<file path="config.mk">
export PLATFORM = sky130hd
export DESIGN_NAME = serial_addsub
export DESIGN_NICKNAME = d
export VERILOG_FILES = /design/src/rtl/serial_addsub.sv
export SDC_FILE = /design/constraint.sdc
export NUM_CORES = 1
export LEC_CHECK = 0
export BUFFER_PORTS_ARGS = -buffer_cell sky130_fd_sc_hd__buf_2
export CORE_ASPECT_RATIO = 1.25
export CORE_MARGIN = 5
export CORE_UTILIZATION = 46
export DETAILED_ROUTE_END_ITERATION = 10
export PLACE_DENSITY = 0.69
export SLEW_MARGIN = 20
export SYNTH_ARGS = -nofsm -noshare
export SYNTH_HDL_FRONTEND = slang
export SYNTH_SLANG_ARGS = --single-unit
</file>
<file path="constraint.sdc">
create_clock -name clk -period 2.3 [get_ports clk]
set_input_delay 0.345 -clock clk [delete_from_list [all_inputs] [get_ports clk]]
set_output_delay 0.345 -clock clk [all_outputs]
set_load 0.02 [all_outputs]
</file>
<file path="src/rtl/serial_addsub.sv">
// serial_addsub: digit-serial adder/subtractor.
// Processes DIGIT bits per clock, least significant digit first, so a
// WIDTH-bit operation takes N = WIDTH/DIGIT cycles after the capture edge.
//
// Handshake: start is sampled only while busy=0. On the capture edge the
// operands, carry-in and mode are latched and busy rises. Each later edge
// consumes one digit. The edge that consumes the last digit drops busy and
// raises done for one cycle. s, c_out and ovf are valid from that cycle and
// are held until the next start is accepted. start may be asserted in the
// done cycle, which gives back-to-back operations with no idle cycle.
module serial_addsub #(
   parameter int WIDTH = 16,
   parameter int DIGIT = 4
) (
   input  logic             clk,
   input  logic             rst_n,
   input  logic             start,
   input  logic             mode,
   input  logic [WIDTH-1:0] a,
   input  logic [WIDTH-1:0] b,
   input  logic             c_in,
   output logic             busy,
   output logic             done,
   output logic [WIDTH-1:0] s,
   output logic             c_out,
   output logic             ovf
);

   localparam int N     = WIDTH / DIGIT;
   localparam int CNT_W = (N > 1) ? $clog2(N) : 1;
   localparam logic [CNT_W-1:0] LAST = CNT_W'(N - 1);

   typedef enum logic {
      IDLE = 1'b0,
      RUN  = 1'b1
   } state_t;

   state_t           state_q, state_d;
   logic [WIDTH-1:0] a_q, a_d;
   logic [WIDTH-1:0] b_q, b_d;
   logic [WIDTH-1:0] s_q, s_d;
   logic             carry_q, carry_d;
   logic [CNT_W-1:0] cnt_q, cnt_d;
   logic             done_q, done_d;
   logic             c_out_q, c_out_d;
   logic             ovf_q, ovf_d;

   // The operand registers shift right each cycle, so the active digit is
   // always the low DIGIT bits. b_q already holds ~b for subtraction.
   logic [DIGIT-1:0] a_dig, b_dig;
   logic [DIGIT:0]   dig_sum;
   logic             dig_cout;
   logic             msb_cin;

   // Digit adder; the carry into the digit MSB is recovered from that bit's
   // sum, which is only meaningful for overflow on the last digit.
   always_comb begin
      a_dig    = a_q[DIGIT-1:0];
      b_dig    = b_q[DIGIT-1:0];
      dig_sum  = {1'b0, a_dig} + {1'b0, b_dig} + {{DIGIT{1'b0}}, carry_q};
      dig_cout = dig_sum[DIGIT];
      msb_cin  = a_dig[DIGIT-1] ^ b_dig[DIGIT-1] ^ dig_sum[DIGIT-1];
   end

   // Next-state and datapath update for the IDLE/RUN controller.
   always_comb begin
      state_d = state_q;
      a_d     = a_q;
      b_d     = b_q;
      s_d     = s_q;
      carry_d = carry_q;
      cnt_d   = cnt_q;
      done_d  = 1'b0;
      c_out_d = c_out_q;
      ovf_d   = ovf_q;
      case (state_q)
         IDLE: begin
            if (start) begin
               a_d     = a;
               b_d     = mode ? ~b : b;
               carry_d = mode ? ~c_in : c_in;
               cnt_d   = '0;
               state_d = RUN;
            end
         end
         RUN: begin
            s_d[cnt_q*DIGIT +: DIGIT] = dig_sum[DIGIT-1:0];
            carry_d = dig_cout;
            a_d     = a_q >> DIGIT;
            b_d     = b_q >> DIGIT;
            cnt_d   = cnt_q + CNT_W'(1);
            if (cnt_q == LAST) begin
               state_d = IDLE;
               done_d  = 1'b1;
               c_out_d = dig_cout;
               ovf_d   = msb_cin ^ dig_cout;
            end
         end
         default: state_d = IDLE;
      endcase
   end

   // State and datapath registers; reset discards any operation in flight.
   always_ff @(posedge clk or negedge rst_n) begin
      if (!rst_n) begin
         state_q <= IDLE;
         a_q     <= '0;
         b_q     <= '0;
         s_q     <= '0;
         carry_q <= 1'b0;
         cnt_q   <= '0;
         done_q  <= 1'b0;
         c_out_q <= 1'b0;
         ovf_q   <= 1'b0;
      end else begin
         state_q <= state_d;
         a_q     <= a_d;
         b_q     <= b_d;
         s_q     <= s_d;
         carry_q <= carry_d;
         cnt_q   <= cnt_d;
         done_q  <= done_d;
         c_out_q <= c_out_d;
         ovf_q   <= ovf_d;
      end
   end

   assign busy  = (state_q == RUN);
   assign done  = done_q;
   assign s     = s_q;
   assign c_out = c_out_q;
   assign ovf   = ovf_q;

endmodule

</file>
# Word-level counts from Yosys, hierarchy flattened
# Index checks and enable logic that the tools add are counted.
# classes
n_addsub,4
multipliers,0
div_mod_pow,0
n_lt_le_gt_ge,0
n_eq_ne,2
shifts,2
n_mux,16
bitwise,6
n_reduce_logical,1
# op_table
op,n
16-bit one-hot mux with 2 select lines,2
16-bit 2-to-1 mux,3
4-bit negator with 34-bit output,1
4-bit by 34-bit variable shift with 16-bit output (first input constant),1
4-bit by 34-bit indexed part select with 16-bit output,1
16-bit bitwise mux,1
16-bit NOT,1
1-bit 2-to-1 mux,6
4-bit by 4-bit adder with 5-bit output,1
5-bit by 1-bit adder with 5-bit output,1
1-bit one-hot mux with 2 select lines,2
2-bit one-hot mux with 2 select lines,1
1-bit bitwise XOR,3
2-bit by 1-bit adder with 2-bit output (second input constant),1
2-bit == test (second input constant),1
2-bit 2-to-1 mux,1
2-bit != test (second input constant),1
1-bit NOT,2
2-bit AND reduction,1
# totals
ff_bits,55
latchBits,0
ramBits,0
romBits,0
input_bits,37
out_inout_bits,20
elab_cells,40
mem_count,0

# Depth between registers and ports, before layout
# Gate-level depths: netlist of run 1.
# logic_depth
ltp_word,4
ltp_mapped,7

# Worst setup path before layout of run 1
# No wires, ideal clock.
# synth_path
path_type,register to register
from,register a_q[0]
to,register ovf_q (netlist: ovf)
arrival_time_ps,1785
path_slack_ps,390
stages_incl_launch_ff,7
n_path_buf,0
synth_period_minus_slack_ps,1910
cell_sequence,dfrtp_1 -> fa_1 -> fa_1 -> a21o_1 -> a21oi_2 -> xnor2_1 -> o21ai_1
# synth_via
elab_chain_len,4
# synth_lines
element,line_no,rtl
start: declaration,39,"logic [WIDTH-1:0] a_q, a_d;"
start signal: assignment,107,a_q <= '0;
start signal: assignment,117,a_q <= a_d;
4-bit by 4-bit adder with 5-bit output (*),60,"dig_sum = {1'b0, a_dig} + {1'b0, b_dig} + {{DIGIT{1'b0}}, carry_q};"
5-bit by 1-bit adder with 5-bit output (*),60,
1-bit bitwise XOR,62,msb_cin = a_dig[DIGIT-1] ^ b_dig[DIGIT-1] ^ dig_sum[DIGIT-1];
1-bit bitwise XOR (*),96,ovf_d = msb_cin ^ dig_cout;
end signal: assignment,124,ovf_q <= ovf_d;
end: declaration,46,"logic ovf_q, ovf_d;"
# Mark *: on every way between the ends. The rest lies on a longest branch, timed or not.
# A chain may end at the register's enable or synchronous reset.

# Worst setup path in the final report of run 1
# Ends and elaborated chain as after synthesis.

==> impl_metrics.json, run 1 <==
{
  "status": "complete, no violations",
  "post_synth_instance_area_um2": 2731,
  "post_layout_nonfiller_instances": 383,
  "placementRows": 31,
  "detailedPlacementHpwl_um": 3734,
  "die_area_um2": 7588,
  "detailed_route_vias_per_instance": 4.961,
  "place.port_buffers": 56,
  "finalSetupViolCount": 0,
  "critical_path_peak_fanout": 3,
  "p_leak_nw": 1.535,
  "finalCritPeriodShare_pct": 89.21,
  "worstMarginPinSlew_ns": 0.5761,
  "final_power_mw": 3.514,
  "tns_ns": 0,
  "worst_r2r_startpoint": "a_q[0]",
  "post-synth-top-area-fraction_pct": 50.39,
  "final-seq-area_um2": 1378,
  "postSynth.asyncResetShare_pct": 100.0,
  "seq_cells_post_synth": 55,
  "global_route.usage.total_pct": 14.00,
  "yosys_most_used_dff": "dfrtp_1",
  "critical_path_required_ns": 2.48,
  "drt.antenna.violating_nets": 0,
  "die_x_extent_um": 78.92,
  "synth.distinct_cells": 30,
  "clock_tree.root_cell": "clkbuf_8",
  "via_count": 1900,
  "worstReg2RegEnd": "ovf",
  "rsz0062_at_grt": "false",
  "grt_first_pass_wirelength_um": 8349,
  "cts_inserted_buffers": 5,
  "path_class": "flop to flop",
  "floorplan.io_pins": 57,
  "yosysSeqAreaShare_pct": 50.39,
  "post_synth_inst_count": 266,
  "synth.cells.most_frequent": "dfrtp_1, nand2_1, o21ai_1, nor2_1, xnor2_1",
  "report.final.hold_viol_count": 0,
  "htree_levels": 2,
  "core_region_area_um2": 5779,
  "place_congestion": 0.8302,
  "tritoncts": "done",
  "cts_resized": 0,
  "clock_path_buffers": 2,
  "pin_count_of_the_biggest_net_entering_global_routing": 39,
  "dp.cells": 375,
  "area_growth_syn_to_layout_pct": 13.24,
  "holdBufCountCts": 0,
  "die_h_um": 96.15,
  "ant_cells": 0,
  "ys_warn_count": 0,
  "worst-r2r-setup-slack_ns": 0.25,
  "area_taken_by_multi_input_logic_gates_um2": 1214,
  "totalWireLength_um": 5004,
  "route.detailed.drc": 0,
  "timing.clock.skew_ns": 0.007118,
  "synthesis.area_per_instance_um2": 10.27,
  "post_cts_setup_buffers": 0,
  "wire_per_inst_um": 13.07,
  "drv_slew": 0,
  "clk_pin_slew_ns": 0.09,
  "netlist_top_cells_area": "dfrtp_1, mux2i_1, nand2_1, xnor2_1, o21ai_1",
  "synth.net_count": 313,
  "critical_path_arrival_ns": 2.24,
  "synth_enable_flop_cells": 0,
  "worst_slew_margin_rel_pct": 61.59,
  "grt_pass1_vias": 1805,
  "clkSinkCount": 55,
  "fmax_mhz": 487.4,
  "worstSkewPairLatency_ns": 0.30,
  "p_per_area_nw_per_um2": 1136,
  "design.final.nets": 363,
  "timing.hold.worst.class": "input pin to async pin",
  "drv_cap": 0,
  "finalWorstPathRequiredPeriod_ns": 2.052,
  "vdd_drop_max_v": 0.0004291,
  "drt_iter0_markers": 79,
  "reg2reg_depth": 6,
  "synth_top_area_cell": "dfrtp_1",
  "drt_pass1_iterations": 4,
  "synth.most_common_cell": "dfrtp_1",
  "filler_cell_count": 531,
  "critPathCaptureType": "flop",
  "number_of_antenna_violations_at_the_first_check_in_global_routing": 0,
  "start_kind": "flop",
  "initial_core_util_pct": 47.26,
  "grt_overflow_total": 0,
  "drive_gt1_share_pct": 23.97
}
-- cell families (layout without fill, tap and decap cells) --
logic type	Yosys count	count (layout)	share of synthesized area [%]
compound gates	65	65	14.57
xor+xnor	20	20	6.688
fa+ha+maj	10	10	5.131
buf+inv	22	73	5.176
flops	55	55	50.39
mux	18	18	6.596
simple gates	76	76	11.45
-- final cells by class --
cell class	instances	area share [%]
clock inverter	1	0.1618
clock buffer	7	2.468
tap	66	2.670
multi-input combinational	189	39.24
inverter	6	0.7282
timing repair buffer	59	10.19
sequential	55	44.54
-- metrics by stage --
| stage | util [%] | setup slack [ns] | instance area (um^2) | hold WS (ns) |
|---|---|---|---|---|
| after floorplan | - | 0.3902 | 2731 | 0.04941 |
| after global placement | 52.11 | 0.3131 | 3012 | 0.3788 |
| after detailed placement | 52.11 | 0.2664 | 3012 | 0.3795 |
| after CTS | 53.52 | 0.2437 | 3093 | 0.04752 |
| after global routing | 53.52 | 0.1473 | 3093 | 0.07821 |
| final | 53.52 | 0.2483 | 3093 | 0.02649 |
-- placed cells by master, fill, tap and decap left out, types with 2 or more instances in the layout --
cell / Yosys / final
clkbuf_1: 2 / 2
o21ai_1: 26 / 26
dfrtp_1: 55 / 54
buf_4: 3 / 2
a211oi_1: 4 / 4
nand2_1: 46 / 46
ha_1: 8 / 8
o31ai_2: 2 / 2
clkbuf_8: 0 / 5
a22o_1: 4 / 4
a21oi_1: 13 / 13
nor2_1: 23 / 23
nand2b_1: 2 / 2
inv_1: 4 / 4
xnor2_1: 19 / 19
mux2i_1: 18 / 18
nand3_1: 2 / 2
inv_2: 2 / 2
o21ai_0: 8 / 8
nor3_2: 2 / 2
fa_1: 2 / 2
o31ai_1: 3 / 3
a21o_1: 2 / 2
buf_2: 7 / 56
-- flip-flops by register name, summed over array words and instances (netlist names) --
| signal | count |
|---|---|
| ovf | 1 |
| cnt_q | 2 |
| a_q | 16 |
| done | 1 |
| s | 16 |
| c_out | 1 |
| b_q | 16 |
| carry_q | 1 |
| busy | 1 |
-- worst max-delay path by stage --
| stage | from | end | slack [ns] | cells past startpoint |
|---|---|---|---|---|
| after global placement | a_q[0] | ovf | 0.31 | 6 |
| final | a_q[0] | ovf | 0.25 | 6 |
| after global routing | a_q[0] | ovf | 0.15 | 6 |
| after detailed placement | a_q[0] | ovf | 0.27 | 6 |
| after CTS | a_q[0] | ovf | 0.24 | 6 |
| after floorplan | a_q[0] | ovf | 0.39 | 6 |
-- routing by layer --
metal  GRT usage (%)  vias to the layer above  wire [um]
met5               0                        -          0
met4           5.731                        0        102
met3           3.558                       10        341
met2           22.73                       46       2313
met1           17.95                      855       2247
li1                -                      989          -
-- worst max-delay path: stages, from the launching register on --
cell and delay [ns]:
dfrtp_1 0.41, fa_1 0.47, fa_1 0.42, a21o_1 0.21, a21oi_2 0.21, xnor2_1 0.14
o21ai_1 0.07
-- power breakdown --
group / switching [mW] / leakage [nW] / internal, mW
combinational: 0.906 / 0.759 / 0.546
clock: 0.299 / 0.0422 / 0.215
sequential: 0.244 / 0.734 / 1.30
total: 1.45 / 1.54 / 2.07
(Power assumes the default switching activity.)
==> run 2, diff against run 1 <==
--- a/config.mk
+++ b/config.mk
@@ -8,9 +8,9 @@
 export BUFFER_PORTS_ARGS = -buffer_cell sky130_fd_sc_hd__buf_2
 export CORE_ASPECT_RATIO = 1.25
 export CORE_MARGIN = 5
-export CORE_UTILIZATION = 46
+export CORE_UTILIZATION = 35
 export DETAILED_ROUTE_END_ITERATION = 10
-export PLACE_DENSITY = 0.69
+export SETUP_SLACK_MARGIN = 0.1
 export SLEW_MARGIN = 20
 export SYNTH_ARGS = -nofsm -noshare
 export SYNTH_HDL_FRONTEND = slang
==> run 2 against run 1 <==
Compared with the run above:
- the run now ends with negative hold slack left
- routed wire length grew 6.1%
- critical path depth is the same
- critical endpoint unchanged
- clock skew increased by 0.00077 ns
- via count rose by 0.26%
- sequential power about the same
- setup slack improved by 0.018 ns
- total power is 0.49% lower
- clock power shrank 2%
==> impl_metrics.json, run 2 (synthesis gave the netlist of run 1 again) <==
{
  "drt.antenna.violating_nets": 0,
  "placementRows": 36,
  "drt_pass1_iterations": 4,
  "clock_path_buffers": 2,
  "design.final.nets": 363,
  "met2RoutedLength_um": 2568,
  "die_area_um2": 9682,
  "clkSinkCount": 55,
  "fin_util_pct": 40.56,
  "clock_power_share_pct": 14.4,
  "path_class": "flop to flop",
  "worstMarginPinSlew_ns": 0.5107,
  "failed_checks": "negative hold slack",
  "detailed_route_vias_per_instance": 4.635,
  "area_growth_syn_to_layout_pct": 14.38,
  "drv_slew": 0,
  "worst_slew_margin_rel_pct": 65.95,
  "tritoncts": "done",
  "worst-r2r-setup-slack_ns": 0.27,
  "place_congestion": 0.7954,
  "cellInternalPower_mw": 2.061,
  "global_route.usage.total_pct": 11.94,
  "clk_pin_slew_ns": 0.09,
  "floorplan.io_pins": 57,
  "start_kind": "flop",
  "drt_iter0_markers": 77,
  "area_taken_by_multi_input_logic_gates_um2": 1214,
  "worst_r2r_startpoint": "a_q[0]",
  "ant_cells": 0,
  "timing.hold.worst.class": "input pin to async pin",
  "critPathCaptureType": "flop",
  "tns_ns": 0,
  "route.detailed.drc": 0,
  "rsz0062_at_grt": "false",
  "netSwitchingFraction_pct": 41.06,
  "cts_inserted_buffers": 5,
  "grt_pass1_vias": 1907,
  "filler_cell_count": 761,
  "grt_overflow_total": 0,
  "status": "finished with violations",
  "p_leak_nw": 1.532,
  "switchingPower_mw": 1.436,
  "combPwrFrac_pct": 41.4,
  "wire_per_inst_um": 12.92,
  "vdd_drop_max_v": 0.0005092,
  "post_cts_setup_buffers": 0,
  "worst_hold_slack_ns": -0.001852,
  "worstReg2RegEnd": "ovf",
  "timing.clock.skew_ns": 0.007891,
  "die_h_um": 108.8,
  "wl_met1_um": 2375,
  "place.port_buffers": 56,
  "route.met3.wl_um": 275,
  "number_of_antenna_violations_at_the_first_check_in_global_routing": 0,
  "p_per_area_nw_per_um2": 1119,
  "finalCritPeriodShare_pct": 88.42,
  "pin_count_of_the_biggest_net_entering_global_routing": 43,
  "die_x_extent_um": 89.02,
  "final_cell_mix": "buf_2, dfrtp_1, nand2_1",
  "htree_levels": 2,
  "critical_path_required_ns": 2.48,
  "report.final.hold_viol_count": 3,
  "totalWireLength_um": 5310,
  "final-seq-area_um2": 1378,
  "holdBufCountCts": 0,
  "reg2reg_depth": 6,
  "fmax_mhz": 491.7,
  "grt_first_pass_wirelength_um": 9066,
  "post_layout_nonfiller_instances": 411,
  "finalWorstPathRequiredPeriod_ns": 2.034,
  "top_layer": "met4",
  "clock_tree.root_cell": "clkbuf_8",
  "dp.cells": 404,
  "worstSkewPairLatency_ns": 0.30,
  "critical_path_arrival_ns": 2.22,
  "critical_path_peak_fanout": 3,
  "detailedPlacementHpwl_um": 3973,
  "finalSetupViolCount": 0,
  "cts_resized": 0,
  "power_share_of_the_sequential_group_pct": 44.3,
  "drv_cap": 0,
  "drive_gt1_share_pct": 23.73,
  "via_count": 1905,
  "initial_core_util_pct": 35.46,
  "final_common_cell": "buf_2",
  "core_region_area_um2": 7702
}
## run 2: cell count changes in the layout (fill, tap and decap cells not counted), sizes merged
cell	delta
clkinv	-1
## run 2: layout make-up
cell class,count,share of cell area [%]
clock buffer,7,2.443
tap,95,3.805
multi-input combinational,189,38.85
timing repair buffer,59,10.09
sequential,55,44.09
inverter,6,0.7209
## run 2: worst max-delay path by stage
stage                     endpoint  cells past startpoint    from  slack, ns
after floorplan                ovf                      6  a_q[0]       0.39
after global placement         ovf                      6  a_q[0]       0.31
after detailed placement       ovf                      6  a_q[0]       0.27
after CTS                      ovf                      6  a_q[0]       0.26
after global routing           ovf                      6  a_q[0]       0.16
final                          ovf                      6  a_q[0]       0.27
## run 2: metal layers
metal	vias to the layer above	track usage (%)
met5	-	0
met4	0	4.255
met3	6	2.797
met2	43	19.85
met1	863	15.06
li1	993	-
## run 2: per-stage QoR
step	worst slack [ns]	hold slack (ns)	power [mW]	instance area, um^2
after floorplan	0.3902	0.04941	2.634	2731
after global placement	0.3081	0.3375	3.013	3048
after detailed placement	0.2727	0.3470	3.052	3048
after CTS	0.2623	0.01146	3.553	3124
after global routing	0.1586	0.02783	3.782	3124
final	0.2663	-0.001852	3.497	3124
## run 2: worst max-delay path, cell delays in order (launching register included)
cell and delay (ns):
dfrtp_1 0.41, fa_1 0.47, fa_1 0.42, a21o_1 0.21
a21oi_2 0.20, xnor2_1 0.14, o21ai_1 0.07
## run 2: power groups by stage
| stage | combinational (mW) | clock, mW | sequential, mW |
|---|---|---|---|
| after floorplan | 0.981 | 0 | 1.65 |
| after global placement | 1.45 | 0 | 1.56 |
| after detailed placement | 1.48 | 0 | 1.57 |
| after CTS | 1.48 | 0.518 | 1.55 |
| after global routing | 1.63 | 0.550 | 1.60 |
| final | 1.45 | 0.502 | 1.55 |
==> run 3, diff against run 2 <==
==> constraint.sdc (replaced) <==
create_clock -name clk -period 2.4 [get_ports clk]
set_input_delay 0.36 -clock clk [delete_from_list [all_inputs] [get_ports clk]]
set_output_delay 0.36 -clock clk [all_outputs]
set_load 0.02 [all_outputs]
==> run 3 against run 2 <==
Compared with the run above:
- non-clock buffer count is 2 higher
- setup slack gained 0.080 ns
- first-iteration DRC count up 1.3%
- via count up 1.5%
- critical path depth did not move
- design area up 0.32%
- die area is the same
- total power shrank 3.4%
- cell count is 0.73% higher
- the flow now finishes without violations
- highest routed layer unchanged
==> impl_metrics.json, run 3 (synthesis gave the netlist of run 1 again) <==
{
  "grt_overflow_total": 0,
  "die_area_um2": 9682,
  "drt_pass1_iterations": 4,
  "critical_path_required_ns": 2.59,
  "final_common_cell": "buf_2",
  "die_h_um": 108.8,
  "place_congestion": 0.7824,
  "htree_levels": 2,
  "report.final.hold_viol_count": 0,
  "area_growth_syn_to_layout_pct": 14.75,
  "drt_iter0_markers": 78,
  "drv_cap": 0,
  "worstHoldStart": "a[15]",
  "drt.antenna.violating_nets": 0,
  "tritoncts": "done",
  "hold_path_endpoint": "a_q[15]",
  "worstMarginPinSlew_ns": 0.5056,
  "finalSetupViolCount": 0,
  "worstSkewPairLatency_ns": 0.31,
  "place.port_buffers": 56,
  "rsz0062_at_grt": "false",
  "cp_cell_sequence": "fa_1, fa_1, a21o_1, a21oi_2, xnor2_1, o21ai_1",
  "path_class": "flop to flop",
  "number_of_antenna_violations_at_the_first_check_in_global_routing": 0,
  "placementRows": 36,
  "clock_path_buffers": 2,
  "drive_gt1_share_pct": 24.14,
  "vdd_drop_max_v": 0.0004307,
  "clkSinkCount": 55,
  "ant_cells": 0,
  "final_cell_mix": "buf_2, dfrtp_1, nand2_1",
  "critical-path-slowest-cell": "fa_1",
  "wire_per_inst_um": 13.25,
  "critical_path_peak_fanout": 3,
  "p_per_area_nw_per_um2": 1078,
  "via_count": 1934,
  "worst-r2r-setup-slack_ns": 0.35,
  "crit_buf_inv": 0,
  "worst_r2r_startpoint": "a_q[0]",
  "post_cts_setup_buffers": 0,
  "detailedPlacementHpwl_um": 4101,
  "design.final.nets": 365,
  "worst_slew_margin_rel_pct": 66.29,
  "die_x_extent_um": 89.02,
  "pin_count_of_the_biggest_net_entering_global_routing": 58,
  "filler_cell_count": 798,
  "cp_top_family": "adder cells",
  "core_region_area_um2": 7702,
  "timing.hold.worst.class": "input pin to flop",
  "finalInstanceArea_um2": 3134,
  "drv_slew": 0,
  "timing.clock.skew_ns": 0.01026,
  "status": "complete, no violations",
  "critPathCaptureType": "flop",
  "start_kind": "flop",
  "initial_core_util_pct": 35.46,
  "grt_pass1_vias": 1984,
  "clk_pin_slew_ns": 0.10,
  "p_leak_nw": 1.540,
  "global_route.usage.total_pct": 12.43,
  "finalWorstPathRequiredPeriod_ns": 2.053,
  "fmax_mhz": 487.0,
  "route.detailed.drc": 0,
  "cts_resized": 0,
  "reg2reg_depth": 6,
  "finalCritPeriodShare_pct": 85.56,
  "worstReg2RegEnd": "ovf",
  "floorplan.io_pins": 57,
  "min_delay_path_depth": 3,
  "slowest_delay_ns": 0.47,
  "cts_inserted_buffers": 5,
  "detailed_route_vias_per_instance": 4.671,
  "critical_path_arrival_ns": 2.25,
  "tns_ns": 0,
  "critical_path.most_common_cell": "fa_1",
  "grt_first_pass_wirelength_um": 9397,
  "total_placed_instance_area_um2": 3043,
  "totalWireLength_um": 5486,
  "clock_tree.root_cell": "clkbuf_8"
}
[run 3: power breakdown]
| group | switching (mW) | internal, mW | leakage, nW |
|---|---|---|---|
| logic | 0.896 | 0.523 | 0.763 |
| registers | 0.208 | 1.25 | 0.734 |
| clock network | 0.294 | 0.206 | 0.0422 |
[run 3: what timing repair did]
| item | 4_1_cts | 5_1_grt |
|---|---|---|
| hold buffers | 1 | 0 |
| endpoints found under the hold margin | 11 | 0 |
| endpoints found under the setup margin | 0 | 0 |
[run 3: cell type report]
class                           instances  area (um^2)  share of cell area [%]
Sequential cell                        55         1378                   43.95
Multi-Input combinational cell        189         1214                   38.72
Timing Repair Buffer                   61        320.3                   10.22
Tap cell                               95        118.9                   3.792
Clock buffer                            7        76.32                   2.435
Inverter                                6        22.52                  0.7186
Clock inverter                          1        5.005                  0.1597
[run 3: per-stage QoR]
stage | hold WS (ns) | util (%) | power (mW) | std cells | setup slack, ns
final | 0.2794 | 40.69 | 3.378 | 414 | 0.3467
after global routing | 0.3030 | 40.69 | 3.674 | 414 | 0.2687
after CTS | 0.2813 | 40.69 | 3.433 | 414 | 0.3306
after detailed placement | 0.2598 | 39.51 | 2.931 | 405 | 0.3484
after global placement | 0.2579 | 39.51 | 2.889 | 405 | 0.4110
after floorplan | 0.06441 | - | 2.525 | 266 | 0.4902
[run 3: tightest hold or removal path: stages]
cell	delay [ns]
buf_2	0.07
mux2i_1	0.05
nor2_1	0.07
[run 3: worst max-delay path by stage]
stage / from / endpoint / slack [ns] / depth (start not counted)
after floorplan: a_q[0] / ovf / 0.49 / 6
after CTS: a_q[0] / ovf / 0.33 / 6
final: a_q[0] / ovf / 0.35 / 6
after global routing: a_q[0] / ovf / 0.27 / 6
after detailed placement: a_q[0] / ovf / 0.35 / 6
after global placement: a_q[0] / ovf / 0.41 / 6
[run 3: layer usage]
layer	vias up	routed length (um)	global-route usage (%)
met3	9	250	2.192
met1	891	2484	15.99
li1	993	-	-
met5	-	0	0
met2	41	2631	20.33
met4	0	119	5.426
